$ cat config.mk
export PLATFORM = sky130hd
export DESIGN_NAME = stream_concat_packer_flat
export DESIGN_NICKNAME = d
export VERILOG_FILES = /design/src/rtl/stream_concat_packer_if.sv /design/src/rtl/stream_concat_packer.sv /design/src/flat_wrapper.sv
export SDC_FILE = /design/constraint.sdc
export NUM_CORES = 1
export LEC_CHECK = 0
export ABC_CLOCK_PERIOD_IN_PS = 4200
export BUFFER_PORTS_ARGS = -buffer_cell sky130_fd_sc_hd__clkbuf_2
export CORE_MARGIN = 4
export CORE_UTILIZATION = 40
export DETAILED_ROUTE_END_ITERATION = 8
export GPL_TIMING_DRIVEN = 0
export PLACE_DENSITY = 0.56
export REMOVE_ABC_BUFFERS = 1
export SETUP_SLACK_MARGIN = 0.05
export SLEW_MARGIN = 10
export SYNTH_ARGS = -nofsm -noshare
export SYNTH_HDL_FRONTEND = slang
export SYNTH_SLANG_ARGS = --single-unit
$ cat constraint.sdc
create_clock -name clk -period 4.2 [get_ports clk]
set_clock_uncertainty 0.2 [all_clocks]
set_input_delay 1.05 -clock clk [delete_from_list [all_inputs] [get_ports clk]]
set_output_delay 1.05 -clock clk [all_outputs]
set_load 0.005 [all_outputs]
$ cat src/rtl/stream_concat_packer_if.sv
// Valid/ready bundle between narrow word producers and the wide packed-word consumer.
// master drives the input stream and out_ready; slave is the packer.
interface stream_concat_packer_if #(
  parameter int WIDTH = 8,
  parameter int COUNT = 4
);
  localparam int OUT_W = WIDTH * COUNT;
  localparam int BW    = $clog2(COUNT + 1);

  logic [1:0]       mode;
  logic             in_valid;
  logic             in_ready;
  logic [WIDTH-1:0] in_data;
  logic             flush;
  logic             out_valid;
  logic             out_ready;
  logic [OUT_W-1:0] out_data;
  logic [BW-1:0]    out_beats;
  logic             err;

  modport master (
    output mode, in_valid, in_data, flush, out_ready,
    input  in_ready, out_valid, out_data, out_beats, err
  );

  modport slave (
    input  mode, in_valid, in_data, flush, out_ready,
    output in_ready, out_valid, out_data, out_beats, err
  );
endinterface

$ cat src/rtl/stream_concat_packer.sv
// Collects WIDTH-bit words and emits one COUNT*WIDTH-bit word by packing (first word in
// the MSB slot), replicating a single word, or replicating a word pair.
//
// state     | meaning
// S_IDLE    | no words collected; next beat starts a frame and latches its mode
// S_COLLECT | 0 < cnt < NEED words held in acc_q, waiting for the final beat or a flush
module stream_concat_packer #(
  parameter int WIDTH = 8,
  parameter int COUNT = 4
) (
  input  logic                   clk,
  input  logic                   rst,
  stream_concat_packer_if.slave  bus
);
  localparam int OUT_W = WIDTH * COUNT;
  localparam int CW    = $clog2(COUNT + 1);

  typedef enum logic [1:0] {
    MODE_PACK = 2'd0,
    MODE_REP  = 2'd1,
    MODE_PAIR = 2'd2,
    MODE_RSVD = 2'd3
  } mode_e;

  typedef enum logic {
    S_IDLE,
    S_COLLECT
  } state_e;

  state_e           state_q, state_d;
  mode_e            mode_q, mode_d;
  logic [CW-1:0]    cnt_q, cnt_d;
  logic [OUT_W-1:0] acc_q, acc_d;
  logic [OUT_W-1:0] out_data_q, out_data_d;
  logic [CW-1:0]    out_beats_q, out_beats_d;
  logic             out_valid_q, out_valid_d;
  logic             err_q, err_d;

  mode_e            cur_mode;
  logic [CW-1:0]    need;
  logic [OUT_W-1:0] acc_wr;
  logic [WIDTH-1:0] w0;
  logic             last_beat;
  logic             out_stall;
  logic             flush_eff;
  logic             in_ready;
  logic             accept;

  // Mode is taken live from the port only on the first beat; reserved mode behaves as PACK.
  always_comb begin
    cur_mode = mode_q;
    if (state_q == S_IDLE) begin
      cur_mode = (bus.mode == MODE_RSVD) ? MODE_PACK : mode_e'(bus.mode);
    end
    need = CW'(COUNT);
    case (cur_mode)
      MODE_REP:  need = CW'(1);
      MODE_PAIR: need = CW'(2);
      default:   need = CW'(COUNT);
    endcase
  end

  // Frame accumulator with the current beat written into slot cnt; a new frame starts from zero
  // so unused slots are already zero-filled when a flush closes the frame early.
  always_comb begin
    acc_wr = (state_q == S_IDLE) ? '0 : acc_q;
    for (int i = 0; i < COUNT; i++) begin
      if (cnt_q == CW'(i)) begin
        acc_wr[(COUNT-1-i)*WIDTH +: WIDTH] = bus.in_data;
      end
    end
  end

  assign w0        = acc_q[OUT_W-1 -: WIDTH];
  assign last_beat = (cnt_q == need - CW'(1));
  assign out_stall = out_valid_q && !bus.out_ready;
  assign flush_eff = bus.flush && (state_q == S_COLLECT) && (cur_mode == MODE_PACK);
  assign in_ready  = !((last_beat || flush_eff) && out_stall);
  assign accept    = bus.in_valid && in_ready;

  always_comb begin
    state_d     = state_q;
    mode_d      = mode_q;
    cnt_d       = cnt_q;
    acc_d       = acc_q;
    out_data_d  = out_data_q;
    out_beats_d = out_beats_q;
    out_valid_d = out_valid_q;
    err_d       = err_q;

    if (out_valid_q && bus.out_ready) begin
      out_valid_d = 1'b0;
    end

    if (accept) begin
      if (state_q == S_IDLE) begin
        mode_d = cur_mode;
        if (bus.mode == MODE_RSVD) begin
          err_d = 1'b1;
        end
      end
      if (last_beat) begin
        out_valid_d = 1'b1;
        out_beats_d = need;
        cnt_d       = '0;
        state_d     = S_IDLE;
        case (cur_mode)
          MODE_REP:  out_data_d = {COUNT{bus.in_data}};
          MODE_PAIR: out_data_d = {(COUNT/2){w0, bus.in_data}};
          default:   out_data_d = acc_wr;
        endcase
      end else if (flush_eff) begin
        out_valid_d = 1'b1;
        out_data_d  = acc_wr;
        out_beats_d = cnt_q + CW'(1);
        cnt_d       = '0;
        state_d     = S_IDLE;
      end else begin
        acc_d   = acc_wr;
        cnt_d   = cnt_q + CW'(1);
        state_d = S_COLLECT;
      end
    end else if (flush_eff && !out_stall) begin
      out_valid_d = 1'b1;
      out_data_d  = acc_q;
      out_beats_d = cnt_q;
      cnt_d       = '0;
      state_d     = S_IDLE;
    end
  end

  always_ff @(posedge clk) begin
    if (rst) begin
      state_q     <= S_IDLE;
      mode_q      <= MODE_PACK;
      cnt_q       <= '0;
      acc_q       <= '0;
      out_data_q  <= '0;
      out_beats_q <= '0;
      out_valid_q <= 1'b0;
      err_q       <= 1'b0;
    end else begin
      state_q     <= state_d;
      mode_q      <= mode_d;
      cnt_q       <= cnt_d;
      acc_q       <= acc_d;
      out_data_q  <= out_data_d;
      out_beats_q <= out_beats_d;
      out_valid_q <= out_valid_d;
      err_q       <= err_d;
    end
  end

  assign bus.in_ready  = in_ready;
  assign bus.out_valid = out_valid_q;
  assign bus.out_data  = out_data_q;
  assign bus.out_beats = out_beats_q;
  assign bus.err       = err_q;

endmodule

$ cat src/flat_wrapper.sv
// flat-port wrapper written by rule: the top's interface ports become plain ports
module stream_concat_packer_flat 
#(
  parameter int WIDTH = 8,
  parameter int COUNT = 4
)
  (clk, rst, bus_mode, bus_in_valid, bus_in_data, bus_flush, bus_out_ready, bus_in_ready, bus_out_valid, bus_out_data, bus_out_beats, bus_err);
  stream_concat_packer_if #(.WIDTH(WIDTH), .COUNT(COUNT)) bus_i ();
  input  logic clk;
  input  logic rst;
  input wire logic [$bits(bus_i.mode)-1:0] bus_mode;
  input wire logic [$bits(bus_i.in_valid)-1:0] bus_in_valid;
  input wire logic [$bits(bus_i.in_data)-1:0] bus_in_data;
  input wire logic [$bits(bus_i.flush)-1:0] bus_flush;
  input wire logic [$bits(bus_i.out_ready)-1:0] bus_out_ready;
  output wire logic [$bits(bus_i.in_ready)-1:0] bus_in_ready;
  output wire logic [$bits(bus_i.out_valid)-1:0] bus_out_valid;
  output wire logic [$bits(bus_i.out_data)-1:0] bus_out_data;
  output wire logic [$bits(bus_i.out_beats)-1:0] bus_out_beats;
  output wire logic [$bits(bus_i.err)-1:0] bus_err;
  assign bus_i.mode = bus_mode;
  assign bus_i.in_valid = bus_in_valid;
  assign bus_i.in_data = bus_in_data;
  assign bus_i.flush = bus_flush;
  assign bus_i.out_ready = bus_out_ready;
  assign bus_in_ready = bus_i.in_ready;
  assign bus_out_valid = bus_i.out_valid;
  assign bus_out_data = bus_i.out_data;
  assign bus_out_beats = bus_i.out_beats;
  assign bus_err = bus_i.err;
  stream_concat_packer #(.WIDTH(WIDTH), .COUNT(COUNT)) u_core (.clk(clk), .rst(rst), .bus(bus_i));
endmodule
### Yosys cells after proc, flatten, opt, wreduce, memory -nomap -nowiden

Index checks and enable logic that the tools add are counted.

| word-level totals | value |
|---|---|
| register bits | 75 |
| input port bits | 15 |
| output and inout bits | 38 |
| word-level logic and storage cells | 69 |

| operators by class | value |
|---|---|
| add/subtract/negate cells | 2 |
| equal/unequal tests | 8 |
| mux-type cells | 30 |
| bitwise operators | 3 |
| reduce and logical (&&, ||, !) cells | 18 |

Operators by type and width:

| operator | number |
|---|---|
| 2-to-1 mux 32 bit | 5 |
| case mux 32 bit (2 select lines) | 1 |
| 2-to-1 mux 8 bit | 4 |
| 2-to-1 mux 3 bit | 8 |
| 2-to-1 mux 1 bit | 9 |
| logical AND 1 bit | 7 |
| equality test 3 x 2 -> 1 bit (second input constant) | 2 |
| case mux 3 bit (2 select lines) | 1 |
| AND reduction 3 bit | 2 |
| equality test 2 bit (second input constant) | 2 |
| 2-to-1 mux 2 bit | 2 |
| AND reduction 2 bit | 2 |
| adder 3 x 1 -> 3 bit (second input constant) | 1 |
| equality test 3 x 1 -> 1 bit (second input constant) | 1 |
| equality test 3 bit | 1 |
| zero test 1 bit | 3 |
| zero test 3 bit | 1 |
| inequality test 3 x 1 -> 1 bit (second input constant) | 1 |
| inverter 1 bit | 3 |
| subtractor 3 x 1 -> 3 bit (second input constant) | 1 |
| equality test 2 x 1 -> 1 bit (second input constant) | 1 |
| zero test 2 bit | 1 |
| nonzero test 2 bit | 1 |
| logical OR 1 bit | 1 |

### Depth between registers and ports, before layout

| logic depth | value |
|---|---|
| depth after elaboration | 13 |
| gate-level depth with buffers | 13 |
| gate-level depth less buffers | 9 |

### Worst setup path after synthesis

OpenSTA, ideal clock, no wires.

| timing | value |
|---|---|
| path kind | input-to-output |
| from | in bus_mode[1] |
| to | out bus_in_ready |
| arrival time | 2.584 ns |
| required time | 2.950 ns |
| path slack | 0.366 ns |
| stages on the path | 7 |
| path buffers | 0 |
| cells stage by stage | nand2b_1 o21a_1 ha_1 xor2_2 or4_1 o21ai_1 inv_1 |

| between the ends | value |
|---|---|
| cells in the longest elaborated chain, start to end | 10 |
| elaborated cells between the ends (all ways) | 13 |
| classes of those cells | 1 x add/sub; 4 x eq/ne; 3 x mux; 5 x reduce/logical |

RTL lines:

| item | line | RTL |
|---|---|---|
| from (decl) | flat_wrapper.sv:11 | `input wire logic [$bits(bus_i.mode)-1:0] bus_mode;` |
| equality test 2 bit | stream_concat_packer.sv:53 | `cur_mode = (bus.mode == MODE_RSVD) ? MODE_PACK : mode_e'(bus.mode);` |
| 2-to-1 mux 2 bit * | stream_concat_packer.sv:53 |  |
| 2-to-1 mux 2 bit * | stream_concat_packer.sv:52 | `if (state_q == S_IDLE) begin` |
| equality test 2 bit / equality test 2 x 1 -> 1 bit (equally long branches) | stream_concat_packer.sv:56 | `case (cur_mode)` |
| case mux 3 bit (2 select lines) | stream_concat_packer.sv:56 |  |
| subtractor 3 x 1 -> 3 bit | stream_concat_packer.sv:75 | `assign last_beat = (cnt_q == need - CW'(1));` |
| equality test 3 bit | stream_concat_packer.sv:75 |  |
| logical OR 1 bit * | stream_concat_packer.sv:78 | `assign in_ready = !((last_beat \|\| flush_eff) && out_stall);` |
| logical AND 1 bit * | stream_concat_packer.sv:78 |  |
| zero test 1 bit * | stream_concat_packer.sv:78 |  |
| to (decl) | flat_wrapper.sv:16 | `output wire logic [$bits(bus_i.in_ready)-1:0] bus_in_ready;` |

Every way passes the cells marked *; elsewhere a longest branch is shown, timed or not.

### Worst setup path after layout

Same ends and word-level chain as after synthesis.

==> reports/summary.txt <==
Synth Register Bits - 75
top cell type by total area after synthesis - dfxtp_1
crit start category - input port
drt first pass iters - 4
slowest CP cell - or4_4
post-synth top area share - 40.1%
fill count - 888
Crit path required time - 2.95 ns
TritonCTS clock tree - done
first-pass GRT wire length - 17500 um
sw frac - 36.0%
routability cong. - 0.815
crit path kind - input port to primary output
Post-Route WL - 10900 um
CTS Buf Count - 9
pin count of the biggest net entering global routing - 46
Slew HR - 36.5%
worst-case clock buffer depth - 2
Row Count - 35
Core Region - 9150 um2
Final Max Tran Viols - 0
VDD IR max - 141 uV
crit path cell chain - clkbuf_2, nand2b_1, o21a_2, ha_4, xor2_4, or4_4, o21ai_4, inv_1, clkbuf_2
most frequent cells after synthesis - 75 x dfxtp_1, 42 x nand2_1, 38 x a21oi_1
status - complete, no violations
post-synthesis sequential area ratio - 40.1%
final hold vios - 0
nets - 506
Mean Syn Cell Area - 8.39 um2
worst r2r path cells - 9
Overflow after GRT - 0
WHS Path Cells - 2
Hold Crit Class - flip-flop to flip-flop
Combinational Power Share - 24.2%
post-place setup slack - -1.08 ns
Synth Instances - 446
DRT iter0 DRCs - 191
cell with the most instances after synthesis - dfxtp_1
Post-synth EDFFs - 0
post-synthesis async set-or-reset flop share - 0%
Initial Util - 40.9%
maxcap violations - 0
share of layout cells above drive strength 1 - 19.3%
Clk pwr share - 30.6%
# clock sinks - 75
port buffer count - 52
Max Clk Rate - 246 MHz
post-detail-place hpwl - 6950 um
Post-route DRC - 0
Synth cell types - 51
worst-path fanout max - 7
fin worst setup slack - 0.137 ns
Ys Warns - 0
CTS root buffer - clkbuf_8
Final period util - 96.7%
Least-Margin Pin Slew - 0.945 ns
Final ANT Viol Nets - 0
Arrival @ worst endpoint - 2.81 ns
vias - 3530
fin util - 47.1%
Mapped Area - 3740 um2
net load switching power - 0.627 mW
Die Area - 11000 um2
CP max stage delay - 0.57 ns
# diodes - 0
Synth Flop Type - dfxtp_1
RSZ-0062 raised after global routing - false
Clock transition at path regs - 0.09 ns
initial antenna violation count - 0
drt via density - 5.90
internal power - 1.12 mW
Worst-Skew Late Latency - 0.35 ns
Die Y - 105 um
Placement Cell Area - 3990 um2
Final setup viols - 0
share of power burned in registers - 45.3%
Area contributors post-synth - dfxtp_1 40%, a21oi_1 5.1%, a221o_1 4.3%, nand2_1 4.2%, a22o_1 3.7%
WP buf/inv - 3
post-route cell area - 4320 um2
Lkg Pwr - 1.67 nW
Crit path depth - 9
I/O pin count - 53
vias in the first global route - 3354
crit-path leading delay family - simple AND/OR/NAND/NOR gates
WL/cell - 18.3 um
min cycle time layout - 4.06 ns
H-tree levels - 3
CP endpoint kind - primary output
Die W - 105 um
Pwr per Cell Area - 404 nW/um2
Total Routing Usage GR - 20.0%
area grow syn2layout - 15.4%
Top cell by count, worst path - clkbuf_2
flip-flops by register name, summed over array words and instances (netlist names):
| name | cells |
|---|---|
| u_core.acc_q | 32 |
| u_core.bus.out_data | 32 |
| u_core.bus.out_beats | 3 |
| u_core.cnt_q | 3 |
| u_core.mode_q | 2 |
| u_core.bus.err | 1 |
| u_core.bus.out_valid | 1 |
| u_core.state_q | 1 |
metal layers:
metal	vias to the layer above	track usage, %	share of wire [%]
li1	1724	-	-
met1	1686	25.3	45
met2	108	33.8	47
met5	-	0	0
met4	0	7.31	1.3
met3	12	4.08	6.4
layout by cell type, fill, tap and decap left out, types with 3 or more instances in the layout:
master and count:
nand3_1 17, a31oi_1 17, or3_1 4, dfxtp_1 74, a221o_1 16, nand2b_1 15, a21oi_1 38, ha_1 7
nor2_1 18, clkbuf_2 52, nor2b_1 3, and3_1 16, inv_1 24, o21ai_1 11, nand2_1 42, a22oi_1 8
inv_6 5, o21ai_0 9, clkbuf_8 9, buf_4 6, o32ai_1 16, and2_1 9, a22o_1 16, nor3_1 13
what timing repair did:
action,4_1_cts,5_1_grt
gates resized for setup,11,2
setup endpoints to repair,63,1
gates cloned,1,0
hold buffers,0,0
buffers inserted,2,5
pin swaps,2,2
cell families after synthesis:
logic type,synth area share [%]
buf+inv,6.89
simple gates,20.2
fa+ha+maj,3.01
compound gates,28.6
xor+xnor,0.870
mux,0.268
flops,40.1
worst reg2reg max path: cells and delay by family (launching register included):
family | cells | cell delay [ns]
AO/OA/AOI/OAI | 4 | 1.65
buffers and inverters | 1 | 0.13
flip-flops | 1 | 0.71
AND/OR/NAND/NOR | 3 | 0.71
adder cells (fa/ha/maj) | 1 | 0.17
cell type report:
type / instances / area [um2] / share of cell area (%)
well taps: 111 / 139 / 3.22
multi-input cells: 311 / 2060 / 47.8
repair buffers: 60 / 337 / 7.80
flip-flops and latches: 75 / 1500 / 34.8
clock buffers: 9 / 124 / 2.87
clock inverters: 7 / 58.8 / 1.36
inverters: 25 / 93.8 / 2.17
final timing paths:
kind / start / slack (ns) / end
setup reg to reg: u_core.state_q / 0.54 / u_core.bus.out_data[20]
hold reg to reg: u_core.bus.out_data[11] / 0.25 / u_core.bus.out_data[11]
hold / removal: u_core.bus.out_data[11] / 0.25 / u_core.bus.out_data[11]
setup / recovery: bus_mode[1] / 0.14 / bus_in_ready
power groups by stage:
stage	clock (mW)	sequential, mW	combinational, mW
6_report	0.533	0.789	0.421
2_1_floorplan	0	0.793	0.247
5_1_grt	0.584	0.795	0.462
4_1_cts	0.549	0.789	0.404
3_5_place_dp	0	0.803	0.382
3_3_place_gp	0	0.802	0.375
metrics by stage:
step | power (mW) | instances | hold WS (ns) | TNS [ns]
global placement | 1.18 | 573 | 0.240 | -46.88
finish | 1.74 | 598 | 0.254 | 0
CTS | 1.74 | 593 | 0.258 | 0
floorplan | 1.04 | 410 | 0.234 | -0.184
detailed placement | 1.19 | 574 | 0.243 | -21.83
global route | 1.84 | 598 | 0.270 | 0
No activity file was read; power rests on OpenSTA's default activity.
